## config.mk

```make
export PLATFORM = sky130hd
export DESIGN_NAME = bb_operand_feeder
export DESIGN_NICKNAME = d
export VERILOG_FILES = /design/src/rtl/bb_feeder_pkg.sv /design/src/rtl/bb_cmd_fifo.sv /design/src/rtl/bb_operand_feeder.sv
export SDC_FILE = /design/constraint.sdc
export NUM_CORES = 1
export LEC_CHECK = 0
export BUFFER_PORTS_ARGS = -buffer_cell sky130_fd_sc_hd__buf_2
export CAP_MARGIN = 30
export CELL_PAD_IN_SITES_DETAIL_PLACEMENT = 1
export CELL_PAD_IN_SITES_GLOBAL_PLACEMENT = 1
export CORE_ASPECT_RATIO = 0.75
export CORE_UTILIZATION = 40
export CTS_BUF_LIST = sky130_fd_sc_hd__clkbuf_8 sky130_fd_sc_hd__clkbuf_16
export DETAILED_ROUTE_END_ITERATION = 8
export GPL_ROUTABILITY_DRIVEN = 0
export PLACE_DENSITY = 0.73
export SKIP_CTS_REPAIR_TIMING = 1
export SLEW_MARGIN = 20
export SYNTH_ARGS = -nofsm -noshare
export SYNTH_HDL_FRONTEND = slang
export SYNTH_HIERARCHICAL = 1
export SYNTH_SLANG_ARGS = --single-unit
```

## constraint.sdc

```tcl
create_clock -name io_clockPin -period 2.9 [get_ports io_clockPin]
set_input_delay 0.435 -clock io_clockPin [delete_from_list [all_inputs] [get_ports io_clockPin]]
set_output_delay 0.435 -clock io_clockPin [all_outputs]
set_load 0.05 [all_outputs]
```

## src/rtl/bb_feeder_pkg.sv

```systemverilog
// Shared types and constants for the accumulator operand feeder.
package bb_feeder_pkg;

    localparam int A_WIDTH    = 8;
    localparam int B_WIDTH    = 16;
    localparam int REP_WIDTH  = 8;
    localparam int CNT_WIDTH  = 16;
    localparam int FIFO_DEPTH = 4;

    // One queued command: operand pair plus the number of cycles to drive it.
    typedef struct packed {
        logic [A_WIDTH-1:0]   a;
        logic [B_WIDTH-1:0]   b;
        logic [REP_WIDTH-1:0] rep;
    } cmd_t;

    localparam int CMD_W = $bits(cmd_t);

    // Pointer width for a power-of-two FIFO; never narrower than one bit.
    function automatic int ptr_width(input int d);
        return (d <= 2) ? 1 : $clog2(d);
    endfunction

    localparam int FIFO_PTR_W = ptr_width(FIFO_DEPTH);

endpackage

```

## src/rtl/bb_cmd_fifo.sv

```systemverilog
// Small synchronous command FIFO with flush. Head data is read straight from
// storage; count/full/empty all come from the registered occupancy count.
module bb_cmd_fifo
    import bb_feeder_pkg::*;
#(
    parameter int DW      = CMD_W,
    parameter int DEPTH_P = FIFO_DEPTH
) (
    input  logic                        clk,
    input  logic                        rst,
    input  logic                        flush,
    input  logic                        push,
    input  logic [DW-1:0]               push_data,
    input  logic                        pop,
    output logic [DW-1:0]               head,
    output logic [ptr_width(DEPTH_P):0] count,
    output logic                        full,
    output logic                        empty
);

    localparam int PW = ptr_width(DEPTH_P);
    localparam logic [PW:0]   FULL_CNT = DEPTH_P[PW:0];
    localparam logic [PW:0]   CNT_ONE  = 1;
    localparam logic [PW-1:0] PTR_ONE  = 1;

    logic [DW-1:0] mem_q [DEPTH_P];
    logic [DW-1:0] mem_d [DEPTH_P];
    logic [PW-1:0] wr_ptr_q, wr_ptr_d;
    logic [PW-1:0] rd_ptr_q, rd_ptr_d;
    logic [PW:0]   count_q, count_d;
    logic          do_push;
    logic          do_pop;

    assign full  = (count_q == FULL_CNT);
    assign empty = (count_q == '0);
    assign count = count_q;
    assign head  = mem_q[rd_ptr_q];

    // Next-state for pointers, occupancy and storage; flush wins over push/pop.
    always_comb begin
        mem_d    = mem_q;
        wr_ptr_d = wr_ptr_q;
        rd_ptr_d = rd_ptr_q;
        count_d  = count_q;
        do_push  = push & ~full & ~flush;
        do_pop   = pop & ~empty & ~flush;
        if (flush) begin
            wr_ptr_d = '0;
            rd_ptr_d = '0;
            count_d  = '0;
        end else begin
            if (do_push) begin
                mem_d[wr_ptr_q] = push_data;
                wr_ptr_d        = wr_ptr_q + PTR_ONE;
            end
            if (do_pop) begin
                rd_ptr_d = rd_ptr_q + PTR_ONE;
            end
            if (do_push && !do_pop) begin
                count_d = count_q + CNT_ONE;
            end else if (do_pop && !do_push) begin
                count_d = count_q - CNT_ONE;
            end
        end
    end

    // Control state: cleared by the asynchronous reset.
    always_ff @(posedge clk or posedge rst) begin
        if (rst) begin
            wr_ptr_q <= '0;
            rd_ptr_q <= '0;
            count_q  <= '0;
        end else begin
            wr_ptr_q <= wr_ptr_d;
            rd_ptr_q <= rd_ptr_d;
            count_q  <= count_d;
        end
    end

    // Entry storage: contents are only meaningful while counted, so no reset.
    always_ff @(posedge clk) begin
        mem_q <= mem_d;
    end

endmodule

```

## src/rtl/bb_operand_feeder.sv

```systemverilog
// Operand feeder for the dual-accumulator: queues {a, b, repeat} commands and
// drives each pair for `repeat` consecutive cycles, zero otherwise.
module bb_operand_feeder
    import bb_feeder_pkg::*;
#(
    parameter int aWidth   = A_WIDTH,
    parameter int bWidth   = B_WIDTH,
    parameter int depth    = FIFO_DEPTH,
    parameter int repWidth = REP_WIDTH,
    parameter int cntWidth = CNT_WIDTH
) (
    input  logic                io_clockPin,
    input  logic                io_resetPin,
    input  logic                io_flush,
    input  logic                io_cmd_valid,
    output logic                io_cmd_ready,
    input  logic [aWidth-1:0]   io_cmd_a,
    input  logic [bWidth-1:0]   io_cmd_b,
    input  logic [repWidth-1:0] io_cmd_repeat,
    output logic [aWidth-1:0]   io_outA,
    output logic [bWidth-1:0]   io_outB,
    output logic                io_outFire,
    output logic                io_busy,
    output logic [cntWidth-1:0] io_issuedCount
);

    localparam int ENTRY_W = aWidth + bWidth + repWidth;
    localparam int PW      = ptr_width(depth);
    localparam logic [PW:0]         ONE_ENTRY = 1;
    localparam logic [repWidth-1:0] REP_ONE   = 1;
    localparam logic [cntWidth-1:0] CNT_ONE   = 1;

    logic [ENTRY_W-1:0]  fifo_head;
    logic [PW:0]         fifo_count;
    logic                fifo_full;
    logic                fifo_empty;
    logic                push;
    logic                pop;
    logic                avail;
    logic [aWidth-1:0]   head_a;
    logic [bWidth-1:0]   head_b;
    logic [repWidth-1:0] head_rep;

    logic [repWidth-1:0] rem_q, rem_d;
    logic [aWidth-1:0]   out_a_q, out_a_d;
    logic [bWidth-1:0]   out_b_q, out_b_d;
    logic                fire_q, fire_d;
    logic [cntWidth-1:0] cnt_q, cnt_d;
    logic                last_push_q, last_push_d;

    assign io_cmd_ready = ~fifo_full & ~io_flush & ~io_resetPin;
    assign push         = io_cmd_valid & io_cmd_ready;

    assign head_a   = fifo_head[ENTRY_W-1 -: aWidth];
    assign head_b   = fifo_head[repWidth +: bWidth];
    assign head_rep = fifo_head[repWidth-1:0];

    // An entry becomes poppable one cycle after it was written: the entry
    // pushed at the last edge is hidden from the issue logic for one cycle.
    assign avail = (fifo_count != '0) && !(last_push_q && (fifo_count == ONE_ENTRY));

    bb_cmd_fifo #(
        .DW      (ENTRY_W),
        .DEPTH_P (depth)
    ) u_fifo (
        .clk       (io_clockPin),
        .rst       (io_resetPin),
        .flush     (io_flush),
        .push      (push),
        .push_data ({io_cmd_a, io_cmd_b, io_cmd_repeat}),
        .pop       (pop),
        .head      (fifo_head),
        .count     (fifo_count),
        .full      (fifo_full),
        .empty     (fifo_empty)
    );

    // Issue FSM: rem counts cycles still owed after the current one; at
    // rem==0 the next command is loaded (or the outputs drop to zero).
    always_comb begin
        rem_d       = rem_q;
        out_a_d     = out_a_q;
        out_b_d     = out_b_q;
        fire_d      = fire_q;
        pop         = 1'b0;
        last_push_d = push;
        cnt_d       = fire_q ? (cnt_q + CNT_ONE) : cnt_q;
        if (io_flush) begin
            rem_d       = '0;
            out_a_d     = '0;
            out_b_d     = '0;
            fire_d      = 1'b0;
            last_push_d = 1'b0;
        end else if (rem_q != '0) begin
            rem_d = rem_q - REP_ONE;
        end else begin
            out_a_d = '0;
            out_b_d = '0;
            fire_d  = 1'b0;
            if (avail) begin
                pop = 1'b1;
                if (head_rep != '0) begin
                    out_a_d = head_a;
                    out_b_d = head_b;
                    fire_d  = 1'b1;
                    rem_d   = head_rep - REP_ONE;
                end
            end
        end
    end

    // Issue state and registered outputs; reset clears everything at once.
    always_ff @(posedge io_clockPin or posedge io_resetPin) begin
        if (io_resetPin) begin
            rem_q       <= '0;
            out_a_q     <= '0;
            out_b_q     <= '0;
            fire_q      <= 1'b0;
            cnt_q       <= '0;
            last_push_q <= 1'b0;
        end else begin
            rem_q       <= rem_d;
            out_a_q     <= out_a_d;
            out_b_q     <= out_b_d;
            fire_q      <= fire_d;
            cnt_q       <= cnt_d;
            last_push_q <= last_push_d;
        end
    end

    assign io_outA        = out_a_q;
    assign io_outB        = out_b_q;
    assign io_outFire     = fire_q;
    assign io_issuedCount = cnt_q;
    assign io_busy        = ~fifo_empty | (rem_q != '0) | fire_q;

endmodule

```

==> impl_metrics.toml, run 1 <==
[pwr]
leakagePower_nw = 3.362
power_density_mw_per_mm2 = 705.1
ir_drop_mv = 0.3687

[clock_tree]
path_clk_slew_ns = 0.07
cts_tree = "yes"
clock_latency_ns = 0.42
cts_max_level = 4
clock_path_buffers = 2
cts_buffers = 17
cts_root_buf = "clkbuf_16"
clock_sinks = 185

[drt]
drt-initial-drc-count = 237
vias_per_cell = 5.341
firstDrtPassIters = 4
ant_nets = 0
wl_per_cell_um = 20.22
wl_um = 15690
vias = 4145
drcViolationCount = 0

[timing]
period_minus_slack_ns = 2.728
tns_ns = 0
rsz0062_at_grt = "false"
skew_ns = 0.009559
maxSlewViolCount = 0
worst_pin_slew_ns = 0.6892
slew_headroom_pct = 53.94
max_freq_mhz = 366.6
setup_viol = 0
hold_violations = 0
finalCritPeriodShare_pct = 94.07

[die]
fp.dieW_um = 159.8
die_h_um = 120.3
dieArea_mm2 = 0.01923
pin_count = 79
coreArea_mm2 = 0.01797
rows = 42
start_util_pct = 41.56

[grt]
grt_pass1_wl_um = 25540
track_usage_pct = 17.76
grt_pass1_vias = 4549
grt_max_degree = 37
antenna_found_initial = 4
gr-total-overflow = 0

[setup_path]
crit_required_ns = 3.26
startpoint_type = "register"
r2r-start = "u_fifo/count[1]$_DFFE_PP0P_"
startpoint = "u_fifo/count[1]$_DFFE_PP0P_"
crit_path_max_fanout = 9
worst_setup_path_end_kind = "register"
ff2ff_setup_slack_ns = 0.17
ff2ff_path_depth = 10
critPathArrivalTime_ns = 3.08
r2r_end = "u_fifo/count[2]$_DFFE_PP0P_"
critical_path_class = "register to register"

[place]
hpwl_um = 10350
dp_cells = 741
io_buffers = 78

[run]
maxCapViolations = 0

[yosys]
synth_nets = 460
ys_ff_latch = 185
synth-xor-area-share_pct = 2.228
avgSynthCellArea_um2 = 17.91
synth.area.top_cells = "edfxtp_1, dfrtp_1, mux4_2, a22o_1, buf_6"
synth_top_area_share_pct = 51.47
netlist_instances = 417
synth-simple-area-share_pct = 6.802
ys_seq_area_share_pct = 70.56
syn_area_mm2 = 0.007468
yosysWarningCount = 6
yosys.area.top_type = "edfxtp_1"
synth_mux_area_share_pct = 10.37
synth_compound_area_share_pct = 6.299
ys_types = 56
synth_fa_ha_area_share_pct = 1.273
synth_top_family_by_area = "multiplexers"
synth_edf_count = 128
async_reset_ff_share_pct = 30.81
ys.flop_type = "edfxtp_1"

[status]
status = "finished clean"

[finish]
drive_gt1_share_pct = 34.40
syn_to_final_growth_pct = 18.11
fill_cells = 1745
postLayoutCoreUtil_pct = 49.08
finalNonFillerCells = 776
final_nets = 563

[min_path]
holdCritStartpoint = "io_cmd_a[3]"
hp-class = "input pin to register"
hold-path-cell-count = 1
holdPathEnd = "u_fifo/mem_q[123]$_DFFE_PP_"
critical path, stage by stage (launching register included):
cell and delay (ns):
dfrtp_2 0.49, nor3b_4 0.28, nor3_4 0.08, and2_1 0.24
inv_2 0.13, nor3_2 0.08, and2_1 0.17, fa_1 0.44
a21bo_2 0.25, a311oi_1 0.28, o311a_1 0.22
cell families (layout without fill, tap and decap cells):
family | after synthesis | count (layout)
adder cells (fa/ha/maj) | 7 | 7
flip-flops | 185 | 185
buffers and inverters | 29 | 144
multiplexers | 37 | 37
other | 0 | 2
AO/OA/AOI/OAI | 60 | 60
AND/OR/NAND/NOR | 80 | 80
XOR/XNOR | 19 | 19
state kept, by name, summed over array words and instances (netlist names):
signal           flops
u_fifo/mem_q       128
io_issuedCount      16
io_outB             16
io_outA              8
rem_q                8
u_fifo/count         3
u_fifo/rd_ptr_q      2
u_fifo/wr_ptr_q      2
io_outFire           1
last_push_q          1
per-layer routing:
metal / routed length (um) / up-vias / global-route usage (%)
li1: - / 1861 / -
met1: 7074 / 2184 / 23.43
met2: 7619 / 82 / 28.52
met3: 764 / 16 / 5.009
met4: 217 / 2 / 5.833
met5: 13 / - / 0
per-stage QoR:
| step | power, mW | instance area, um^2 | hold WS (ns) | setup slack (ns) |
|---|---|---|---|---|
| 2_1_floorplan | 3.823 | 7485 | 0.2384 | 0.1313 |
| 3_3_place_gp | 4.074 | 8219 | 0.4517 | 0.1692 |
| 3_5_place_dp | 4.119 | 8234 | 0.4759 | 0.08431 |
| 4_1_cts | 6.288 | 8772 | 0.01350 | 0.03442 |
| 5_1_grt | 6.480 | 8816 | 0.2118 | 0.03137 |
| 6_report | 6.220 | 8821 | 0.2244 | 0.1721 |
final cells by class:
class	count	area (um^2)	share of cell area, %
well taps	242	302.8	3.433
multi-input cells	203	2043	23.16
diodes	2	5.005	0.05674
inverters	11	41.29	0.4681
clock buffers	17	425.4	4.823
flip-flops and latches	185	5273	59.77
repair buffers	102	618.1	7.007
clock inverters	14	112.6	1.277
cells in the mapped netlist, drive strengths merged (2+ instances only):
cell	instances
edfxtp	128
dfrtp	57
mux4	32
a22o	24
nor2	20
buf	15
nor3	12
inv	11
xnor2	10
xor2	9
a21oi	8
nand2	8
and2	7
ha	6
nand3	5
o21ai	5
or3	5
nand3b	4
nor4	4
a31oi	3
clkbuf	3
mux2	3
nand2b	3
nand4	3
or4	3
a211oi	2
a21o	2
and3	2
mux2i	2
nor4bb	2
o21a	2
o311ai	2
worst max path at each step:
stage,slack [ns],cells past startpoint,endpoint
final,0.17,10,u_fifo/count[2]$_DFFE_PP0P_
after global routing,0.03,6,rem_q[5]$_DFFE_PP0P_
after CTS,0.03,10,u_fifo/count[2]$_DFFE_PP0P_
after detailed placement,0.08,10,u_fifo/count[2]$_DFFE_PP0P_
after global placement,0.17,10,u_fifo/count[2]$_DFFE_PP0P_
after floorplan,0.13,11,u_fifo/count[2]$_DFFE_PP0P_
where the power goes:
part,total (mW),internal [mW],switching (mW)
registers,3.05,2.93,0.122
logic,1.01,0.353,0.660
clock network,2.16,1.17,0.987
total,6.22,4.45,1.77
placed cells by master (no fill, tap or decap), types with 3 or more instances in the layout:
master | netlist | routed
nand3b_1 | 4 | 4
mux4_2 | 32 | 32
a31oi_1 | 3 | 3
dfrtp_1 | 57 | 55
and2_2 | 0 | 4
and2_1 | 7 | 3
a22o_1 | 24 | 24
or3_1 | 5 | 5
nor3_4 | 2 | 4
nand3_1 | 5 | 5
a21oi_1 | 8 | 8
buf_4 | 0 | 19
ha_1 | 6 | 6
nand2_1 | 8 | 8
edfxtp_1 | 128 | 128
nand2b_1 | 3 | 3
nand4_1 | 3 | 3
nor2_1 | 19 | 19
clkinvlp_4 | 0 | 3
buf_12 | 0 | 3
o21ai_0 | 5 | 5
clkbuf_16 | 0 | 17
inv_1 | 11 | 12
nor3_1 | 8 | 7
buf_2 | 6 | 78
xor2_1 | 9 | 9
xnor2_1 | 10 | 10
No activity file was read; power rests on OpenSTA's default activity.
==> run 2, diff against run 1 <==
PLACE_DENSITY = 0.7   (was 0.73)
==> impl_metrics.toml, run 2 (synthesized netlist as in run 1, its figures left out) <==
[die]
coreArea_mm2 = 0.01797
die_h_um = 120.3
fp.dieW_um = 159.8
start_util_pct = 41.56
rows = 42
pin_count = 79
dieArea_mm2 = 0.01923

[clock_tree]
cts_max_level = 4
cts_tree = "yes"
path_clk_slew_ns = 0.07
clock_latency_ns = 0.43
clock_sinks = 185
cts_root_buf = "clkbuf_16"
clock_path_buffers = 2
cts_buffers = 17

[finish]
final_cell_mix = "edfxtp_1, buf_2, dfrtp_1"
final_common_cell = "edfxtp_1"
syn_to_final_growth_pct = 19.03
final_nets = 558
largest_register_ffs = 128
drive_gt1_share_pct = 34.16
postLayoutCoreUtil_pct = 49.46
antennaDiodeCount = 0
largest-register = "u_fifo/mem_q"
fin_area_mm2 = 0.008890

[place]
dpl-instance-area_mm2 = 0.008237
hpwl_um = 10660
io_buffers = 78

[timing]
hold_violations = 7
maxSlewViolCount = 0
hold_slack_ns = -0.004947
setup_viol = 0
worst_pin_slew_ns = 0.8090
max_freq_mhz = 358.2
tns_ns = 0
finalCritPeriodShare_pct = 96.26
slew_headroom_pct = 45.99
period_minus_slack_ns = 2.791
skew_ns = 0.009902
rsz0062_at_grt = "false"

[pwr]
power_density_mw_per_mm2 = 736.5
ir_drop_mv = 0.3581
leakagePower_nw = 3.378
total_power_mw = 6.548

[drt]
ant_nets = 0
firstDrtPassIters = 4
drt-initial-drc-count = 229
wl_per_cell_um = 20.91
vias = 4085
drcViolationCount = 0
vias_per_cell = 5.312
wl_um = 16080

[grt]
grt_pass1_vias = 4416
antenna_found_initial = 0
grt_pass1_wl_um = 25240
grt_max_degree = 36
gr-total-overflow = 0
track_usage_pct = 17.83

[setup_path]
startpoint_type = "register"
critical_path_class = "register to register"
critPathArrivalTime_ns = 3.16
worst_setup_path_end_kind = "register"
crit_required_ns = 3.27
crit_path_max_fanout = 6

[status]
status = "complete, but fails checks"
violations = "negative hold slack"

[run]
maxCapViolations = 0

[min_path]
hp-class = "input pin to asynchronous set/reset pin"
-- run 2: cell types whose count changed in the layout (fill, tap and decap cells not counted), moves of 2 or more --
| cell | before | now |
|---|---|---|
| diode_2 | 2 | 0 |
| buf_4 | 19 | 14 |
| bufinv_16 | 1 | 4 |
| dfrtp_2 | 2 | 0 |
| clkinv_2 | 2 | 0 |
-- run 2: critical path, stage by stage (launching register included) --
cell	delay, ns
dfrtp_1	0.41
nor3b_4	0.30
nor3_4	0.09
and2_1	0.26
inv_1	0.24
nor3_4	0.09
and2_1	0.17
fa_1	0.44
a21bo_2	0.25
a311oi_1	0.28
o311a_1	0.20
-- run 2: path summary, 6_finish.rpt --
check / startpoint / endpoint / slack, ns / cells past startpoint
max: u_fifo/count[0]$_DFFE_PP0P_ / u_fifo/count[2]$_DFFE_PP0P_ / 0.11 / 10
min: io_resetPin / u_fifo/count[2]$_DFFE_PP0P_ / -0.005 / 2
max reg2reg: u_fifo/count[0]$_DFFE_PP0P_ / u_fifo/count[2]$_DFFE_PP0P_ / 0.11 / 10
min reg2reg: io_issuedCount[15]$_DFFE_PP0P_ / io_issuedCount[15]$_DFFE_PP0P_ / 0.47 / 1
max in group asynchronous: io_resetPin / io_issuedCount[6]$_DFFE_PP0P_ / 1.96 / 3
min in group io_clockPin: io_cmd_b[1] / u_fifo/mem_q[73]$_DFFE_PP_ / 0.22 / 1
-- run 2: area by class of cell --
class | instances | area (um^2)
repair buffers | 97 | 590.6
inverters | 11 | 41.29
fillers | 1732 | 9082
clock inverters | 13 | 192.7
multi-input cells | 203 | 2049
well taps | 242 | 302.8
flip-flops and latches | 185 | 5274
clock buffers | 18 | 439.2
-- run 2: metrics by stage --
stage / setup slack [ns] / instances
floorplan: 0.1313 / 417
global placement: 0.1960 / 737
detailed placement: 0.06209 / 738
CTS: 0.02785 / 769
global route: 0.006130 / 769
finish: 0.1085 / 769
-- run 2: per-layer routing --
metal | track usage (%) | part of all wire, % | vias to the layer above
met1 | 24.19 | 45 | 2129
li1 | - | - | 1838
met3 | 3.945 | 4.7 | 14
met2 | 28.96 | 49 | 104
met4 | 5.357 | 0.99 | 0
met5 | 0 | 0 | -
-- run 2: where the power goes --
part	switching [mW]	total (mW)	internal (mW)
clock network	1.00	2.47	1.47
registers	0.125	3.05	2.93
logic	0.670	1.02	0.350
==> run 3, diff against run 2 <==
PLACE_DENSITY = 0.68   (was 0.7)
REMOVE_ABC_BUFFERS = 1   (was unset)
clock period = 3.6 ns   (was 2.9 ns; I/O delays follow)
==> impl_metrics.toml, run 3 (synthesized netlist as in run 1, its figures left out) <==
[clock_tree]
path_clk_slew_ns = 0.07
cts_max_level = 4
clock_sinks = 185
cts_tree = "yes"
clock_latency_ns = 0.43
clock_path_buffers = 2
cts_buffers = 17
cts_root_buf = "clkbuf_16"

[timing]
hold_violations = 0
worst_slack_ns = 0.5611
rsz0062_at_grt = "false"
max_freq_mhz = 329.1
skew_ns = 0.008346
setup_viol = 0
worst_pin_slew_ns = 0.6859
finalCritPeriodShare_pct = 84.42
slew_headroom_pct = 54.16
maxSlewViolCount = 0
tns_ns = 0
period_minus_slack_ns = 3.039

[finish]
multi_input_area_mm2 = 0.002019
final_nets = 553
finalNonFillerCells = 765
drive_gt1_share_pct = 33.46
fill_cells = 1741
antennaDiodeCount = 0
largest_register_ffs = 128
largest-register = "u_fifo/mem_q"
final_cell_mix = "edfxtp_1, buf_2, dfrtp_1"
final_common_cell = "edfxtp_1"
regArea_mm2 = 0.005271
fin_area_mm2 = 0.008691
syn_to_final_growth_pct = 16.37

[die]
coreArea_mm2 = 0.01797
die_h_um = 120.3
fp.dieW_um = 159.8
pin_count = 79
start_util_pct = 41.56
rows = 42
dieArea_mm2 = 0.01923

[setup_path]
crit_required_ns = 3.71
worst_setup_path_end_kind = "register"
startpoint_type = "register"
critical_path_class = "register to register"
crit_path_max_fanout = 17
critPathArrivalTime_ns = 3.15
ff2ff_setup_slack_ns = 0.56

[grt]
track_usage_pct = 17.69
gr-total-overflow = 0
grt_pass1_vias = 4425
grt_max_degree = 31
antenna_found_initial = 0
grt_pass1_wl_um = 25360

[pwr]
power_density_mw_per_mm2 = 574.2
ir_drop_mv = 0.3345
leakagePower_nw = 3.305

[drt]
vias = 4099
firstDrtPassIters = 7
ant_nets = 0
drcViolationCount = 0
wl_um = 15480
vias_per_cell = 5.358
drt-initial-drc-count = 218
wl_per_cell_um = 20.24

[place]
dp_cells = 733
hpwl_um = 10480
io_buffers = 78
dpl-instance-area_mm2 = 0.008130
dp_worst_setup_slack_ns = 0.5708

[status]
status = "finished clean"

[run]
maxCapViolations = 0

[min_path]
hp-class = "input pin to asynchronous set/reset pin"
[run 3: cell count changes in the layout (fill, tap and decap cells not counted), moves of 2 or more]
cell        before  now
clkinv_4         1    6
buf_12           4    0
bufinv_16        4    0
clkinvlp_4       3    0
nor3_4           5    2
nor3_2           0    2
[run 3: cell type report]
type                            count  area share [%]
Timing Repair Buffer               92           5.701
Clock inverter                     15           1.555
Tap cell                          242           3.484
Inverter                           11          0.4751
Sequential cell                   185           60.65
Multi-Input combinational cell    203           23.24
Clock buffer                       17           4.895
[run 3: per-stage QoR]
step	power, mW	util [%]	hold slack [ns]
2_1_floorplan	3.041	-	0.3434
3_3_place_gp	3.258	45.24	0.4543
3_5_place_dp	3.291	45.24	0.4548
4_1_cts	5.053	48.36	0.07676
5_1_grt	5.212	48.36	0.1077
6_report	4.990	48.36	0.09146
[run 3: per-layer routing]
metal  GRT usage, %  wire length [um]  vias up
met5              0                 0        -
met3          3.842               539       16
met1          24.21              7279     2182
met2          28.19              7456       72
li1               -                 -     1829
met4          6.071               206        0
[run 3: critical path, cell delays in order, from the launching register on]
cell and delay [ns]:
dfrtp_1 0.49, nor3b_2 0.25, nor3_1 0.29, and2_1 0.30
inv_1 0.16, nor3_2 0.33, and2_2 0.51, buf_4 0.38
[run 3: final timing paths]
check                                                       to                           start  cells past startpoint
min in group io_clockPin            u_fifo/mem_q[45]$_DFFE_PP_                     io_cmd_b[5]                      1
worst max-delay path                u_fifo/mem_q[23]$_DFFE_PP_     u_fifo/count[2]$_DFFE_PP0P_                      7
worst min-delay path            u_fifo/wr_ptr_q[0]$_DFFE_PP0P_                     io_resetPin                      2
max in group asynchronous               io_outB[0]$_DFFE_PP0P_                     io_resetPin                      3
worst max register to register      u_fifo/mem_q[23]$_DFFE_PP_     u_fifo/count[2]$_DFFE_PP0P_                      7
worst min register to register  io_issuedCount[15]$_DFFE_PP0P_  io_issuedCount[15]$_DFFE_PP0P_                      1
[run 3: power breakdown]
group          internal [mW]  leakage, nW  switching, mW
logic                  0.263         1.09          0.518
clock network          0.909        0.277          0.842
registers               2.36         1.94         0.0996
